## src/rtl/spi_slave_responder.sv

```systemverilog
// rtl/spi_slave_responder.sv - oversampled SPI responder with byte-level TX/RX handshake
module spi_slave_responder #(
    parameter int unsigned SPI_MODE    = 3,
    parameter logic [7:0]  DUMMY_BYTE  = 8'hFF,
    parameter int unsigned SYNC_STAGES = 2
) (
    input  logic       i_Clk,
    input  logic       i_Rst_L,
    input  logic [7:0] i_TX_Byte,
    input  logic       i_TX_DV,
    output logic       o_TX_Ready,
    output logic [7:0] o_RX_Byte,
    output logic       o_RX_DV,
    output logic [7:0] o_Byte_Count,
    output logic       o_TX_Underrun,
    output logic       o_CS_Abort,
    input  logic       i_SPI_Clk,
    input  logic       i_SPI_CS_n,
    input  logic       i_SPI_MOSI,
    output logic       o_SPI_MISO,
    output logic       o_SPI_MISO_En
);
    localparam int unsigned NS   = (SYNC_STAGES < 2) ? 2 : SYNC_STAGES;
    localparam logic        CPOL = ((SPI_MODE & 2) != 0);
    localparam logic        CPHA = ((SPI_MODE & 1) != 0);

    typedef enum logic [1:0] {ST_IDLE, ST_LOAD, ST_SHIFT} state_t;

    logic [NS-1:0] sck_sync;
    logic [NS-1:0] cs_sync;
    logic [NS-1:0] mosi_sync;
    logic          sck_q;
    logic          cs_q;

    logic          sck_s;
    logic          cs_s;
    logic          mosi_s;
    logic          lead_edge;
    logic          trail_edge;
    logic          sample_edge;
    logic          shift_edge;
    logic          cs_fall;

    state_t        state;
    logic [2:0]    bit_cnt;
    logic [7:0]    tx_shift;
    logic [7:0]    rx_shift;
    logic [7:0]    hold_reg;

    // Bring the asynchronous SPI pins into the i_Clk domain; idle levels on reset
    always_ff @(posedge i_Clk or negedge i_Rst_L) begin
        if (!i_Rst_L) begin
            sck_sync  <= {NS{CPOL}};
            cs_sync   <= '1;
            mosi_sync <= '0;
            sck_q     <= CPOL;
            cs_q      <= 1'b1;
        end else begin
            sck_sync  <= {sck_sync[NS-2:0], i_SPI_Clk};
            cs_sync   <= {cs_sync[NS-2:0], i_SPI_CS_n};
            mosi_sync <= {mosi_sync[NS-2:0], i_SPI_MOSI};
            sck_q     <= sck_sync[NS-1];
            cs_q      <= cs_sync[NS-1];
        end
    end

    assign sck_s       = sck_sync[NS-1];
    assign cs_s        = cs_sync[NS-1];
    assign mosi_s      = mosi_sync[NS-1];
    assign lead_edge   = (sck_s != CPOL) && (sck_q == CPOL);
    assign trail_edge  = (sck_s == CPOL) && (sck_q != CPOL);
    assign sample_edge = CPHA ? trail_edge : lead_edge;
    assign shift_edge  = CPHA ? lead_edge : trail_edge;
    assign cs_fall     = cs_q && !cs_s;

    // MISO is always the top of the TX shifter, so it idles high after reset
    assign o_SPI_MISO = tx_shift[7];

    // Transaction FSM, holding register handshake and registered status pulses
    always_ff @(posedge i_Clk or negedge i_Rst_L) begin
        if (!i_Rst_L) begin
            state         <= ST_IDLE;
            bit_cnt       <= 3'd0;
            tx_shift      <= 8'hFF;
            rx_shift      <= 8'h00;
            hold_reg      <= 8'h00;
            o_TX_Ready    <= 1'b1;
            o_RX_Byte     <= 8'h00;
            o_RX_DV       <= 1'b0;
            o_Byte_Count  <= 8'h00;
            o_TX_Underrun <= 1'b0;
            o_CS_Abort    <= 1'b0;
            o_SPI_MISO_En <= 1'b0;
        end else begin
            o_RX_DV       <= 1'b0;
            o_TX_Underrun <= 1'b0;
            o_CS_Abort    <= 1'b0;

            // An empty holding register accepts a new reply byte in any state
            if (i_TX_DV && o_TX_Ready) begin
                hold_reg   <= i_TX_Byte;
                o_TX_Ready <= 1'b0;
            end

            case (state)
                ST_IDLE: begin
                    o_SPI_MISO_En <= 1'b0;
                    bit_cnt       <= 3'd0;
                    if (cs_fall) begin
                        o_Byte_Count <= 8'h00;
                        state        <= ST_LOAD;
                    end
                end
                ST_LOAD: begin
                    if (!o_TX_Ready) begin
                        // Full register: take the old byte; a same-cycle write refills it
                        tx_shift <= hold_reg;
                        if (i_TX_DV) begin
                            hold_reg   <= i_TX_Byte;
                            o_TX_Ready <= 1'b0;
                        end else begin
                            o_TX_Ready <= 1'b1;
                        end
                    end else begin
                        tx_shift      <= DUMMY_BYTE;
                        o_TX_Underrun <= 1'b1;
                    end
                    o_SPI_MISO_En <= 1'b1;
                    bit_cnt       <= 3'd0;
                    state         <= ST_SHIFT;
                end
                ST_SHIFT: begin
                    if (cs_s) begin
                        o_SPI_MISO_En <= 1'b0;
                        o_CS_Abort    <= (bit_cnt != 3'd0);
                        bit_cnt       <= 3'd0;
                        state         <= ST_IDLE;
                    end else begin
                        // The first shift edge of a byte would skip past bit 7, which LOAD already presented
                        if (shift_edge && (bit_cnt != 3'd0)) begin
                            tx_shift <= {tx_shift[6:0], 1'b1};
                        end
                        if (sample_edge) begin
                            rx_shift <= {rx_shift[6:0], mosi_s};
                            if (bit_cnt == 3'd7) begin
                                o_RX_Byte    <= {rx_shift[6:0], mosi_s};
                                o_RX_DV      <= 1'b1;
                                o_Byte_Count <= o_Byte_Count + 8'd1;
                                bit_cnt      <= 3'd0;
                                state        <= ST_LOAD;
                            end else begin
                                bit_cnt <= bit_cnt + 3'd1;
                            end
                        end
                    end
                end
                default: state <= ST_IDLE;
            endcase
        end
    end
endmodule

```

## config.mk

```make
export PLATFORM = sky130hd
export DESIGN_NAME = spi_slave_responder
export DESIGN_NICKNAME = d
export VERILOG_FILES = /design/src/rtl/spi_slave_responder.sv
export SDC_FILE = /design/constraint.sdc
export NUM_CORES = 1
export LEC_CHECK = 0
export BUFFER_PORTS_ARGS = -buffer_cell sky130_fd_sc_hd__buf_2
export CORE_MARGIN = 3
export CORE_UTILIZATION = 53
export CTS_BUF_LIST = sky130_fd_sc_hd__clkbuf_8
export CTS_CLUSTER_DIAMETER = 200
export DETAILED_ROUTE_END_ITERATION = 12
export MAX_ROUTING_LAYER = met4
export PLACE_DENSITY = 0.78
export SLEW_MARGIN = 25
export SYNTH_ARGS = -nofsm -noshare
export SYNTH_HDL_FRONTEND = slang
export SYNTH_SLANG_ARGS = --single-unit
```

## constraint.sdc

```tcl
create_clock -name i_Clk -period 1.58 [get_ports i_Clk]
set_input_delay 0.316 -clock i_Clk [delete_from_list [all_inputs] [get_ports i_Clk]]
set_output_delay 0.316 -clock i_Clk [all_outputs]
set_load 0.05 [all_outputs]
```

==> results.tsv <==
metric	value	unit
antenna_found_initial	0	
synth_top_area_share	43.8	%
maxSlewViolCount	0	
slew-limit-headroom	78.2	%
critPathLaunchType	register	
grtUsageMet2	27.9	%
clk_latency	0.32	ns
hp-start	i_SPI_Clk	
cts_buffers	9	
use_met3	4.38	%
worstPathRequired	1.83	ns
hold_path_class	in2reg	
skew	0.00568	ns
ys_warn_count	0	
timing.rr.start	sck_sync[1]$_DFF_PN1_	
synth_edf_count	0	
setup_violations	2	
dieArea	5370	um^2
via_count	1719	
die_y	73.3	um
rsz0062_at_grt	yes	
post_dp_cell_area	2750	um^2
cp_data_arrival_time	1.87	ns
violations	negative setup slack	
ys_seq_area_share	60.3	%
first_global_vias	1664	
synth_most_common_cell	dfrtp_1	
avgViaCountPerCell	5.29	
grt_pass1_wl	7700	um
portBuffers	35	
ys.flop_type	dfrtp_1	
clock_tree.root_cell	clkbuf_8	
leakagePower	1.54	nW
worstPathMaxFanout	7	
synth_area_leaders	dfrtp_1 44%, dfstp_2 16%, mux2_2 7.0%	
place_ws	-0.0605	ns
area_growth	27.5	%
regToRegSetupSlack	-0.04	ns
place.gp.congestion	0.834	
drive_above_1_share	41.5	%
syn_nets	229	
ios	36	
clockBufferDepth	2	
drc	0	
clkTransAtPathRegs	0.06	ns
synth_cell_types	31	
fin_cells	325	
grt_util_met1	26.1	%
grt.total_usage	19.2	%
core_area	4170	um^2
r2r_end	o_Byte_Count[2]$_DFFE_PN0P_	
grt_overflow	0	
min_period_over_period	103	%
period_needed	1.62	ns
ys_top_cells_by_count	42 x dfrtp_1, 33 x nand2_1, 18 x nor2_1	
detail-route-antenna-nets	0	
cts_sinks	57	
layout_setup_ws	-0.0439	ns
utilization	73.3	%
drt-total-wl	4560	um
grt-busiest-layer	met2	
critPathKind	reg2reg	
status	finished with violations	
dp_cells	304	
min_path_cells	1	
grt_max_degree	58	
first_pass_iters	4	
synth.avg_cell_area	11.4	um^2
drtIter0Drc	59	
min_to	sck_sync[0]$_DFF_PN1_	
synth_area	2400	um^2
cts_tree	built	
initial_core_util	57.5	%
yosysTopAreaCell	dfrtp_1	
htree_levels	3	
stdcell_area	3060	um^2
wire_per_inst	14.0	um
ys_seq_elements	57	
num_rows	23	
power.density	1230	nW/um^2
fmax	616	MHz
die_w	73.3	um
hold_viol_final	0	
hpwl	3010	um
synthArstFlopShare	100	%
antennaDiodeCount	0	
synth_cells	211	
cap_violations	0	
nNetsFinal	288	
reg2regPathDepth	3	
worst_slew_pin_slew	0.326	ns
vdd_drop_max	0.000878	V
end_kind	register	
## area by class of cell
class	count	area (um^2)
Clock inverter	6	51.3
Multi-Input combinational cell	139	960
Fill cell	301	1120
Timing Repair Buffer	57	378
Clock buffer	10	138
Inverter	6	22.5
Sequential cell	57	1450
Tap cell	50	62.6
## per-stage QoR
step	hold slack [ns]	setup TNS [ns]	total power, mW
finish	0.0861	-0.0836	3.75
global route	0.0828	-0.468	3.93
CTS	0.0830	-0.0774	3.75
detailed placement	0.335	-0.151	2.45
global placement	0.332	-0.0705	2.42
floorplan	0.0204	-0.181	2.26
## worst max-delay path by stage
stage                          startpoint                          end  cells after the start
finish              sck_sync[1]$_DFF_PN1_  o_Byte_Count[2]$_DFFE_PN0P_                      3
global route        sck_sync[1]$_DFF_PN1_  o_Byte_Count[6]$_DFFE_PN0P_                      4
CTS                 sck_sync[1]$_DFF_PN1_  o_Byte_Count[6]$_DFFE_PN0P_                      4
detailed placement  sck_sync[1]$_DFF_PN1_  o_Byte_Count[0]$_DFFE_PN0P_                      5
global placement    sck_sync[1]$_DFF_PN1_  o_Byte_Count[0]$_DFFE_PN0P_                      5
floorplan           sck_sync[1]$_DFF_PN1_  o_Byte_Count[6]$_DFFE_PN0P_                      5
## per-layer routing
layer  vias to the layer above  wire (um)  share of wire, %
met5                         -          0                 0
met4                         0         82               1.8
met3                        10        181               4.0
met2                        37       2170                48
met1                       826       2130                47
li1                        846          -                 -
## worst max-delay path, stage by stage (launching register included)
cell and delay (ns):
dfstp_2 0.53, or4b_4 0.54, or3_1 0.34, a21oi_1 0.13
## layout by cell type (no fill, tap or decap), types with 3 or more instances in the layout
master | synthesis | layout
dfrtp_1 | 42 | 42
nor2_1 | 18 | 17
mux2_2 | 15 | 15
dfstp_2 | 15 | 15
ha_1 | 4 | 3
a211oi_2 | 0 | 4
clkbuf_8 | 0 | 10
o21ai_0 | 3 | 3
nand4_1 | 5 | 5
xnor2_1 | 4 | 4
nand2b_1 | 4 | 4
inv_1 | 6 | 9
a21oi_1 | 5 | 5
nor2b_1 | 6 | 5
buf_2 | 2 | 34
mux2i_1 | 6 | 6
buf_4 | 0 | 18
nand2_1 | 33 | 33
nand3_1 | 7 | 6
nor3_1 | 10 | 8
## cell families after synthesis
logic type | synth area share [%]
AO/OA/AOI/OAI | 4.85
buffers and inverters | 2.77
adder cells (fa/ha/maj) | 2.09
multiplexers | 9.55
flip-flops | 60.3
XOR/XNOR | 1.46
AND/OR/NAND/NOR | 19.0
## power breakdown
part,leakage [nW],internal (mW),switching [mW]
Combinational,0.715,0.283,0.288
Clock,0.110,0.748,0.537
Sequential,0.718,1.76,0.140
## repair_timing
action                                  CTS  global route
setup buffers                             0             3
gates cloned                              0             1
hold buffers                              1             0
pin swaps                                 0             1
resized for setup                         4            14
endpoints found under the setup margin   20            19
hold endpoints to repair                 26             0
(Power assumes the default switching activity.)
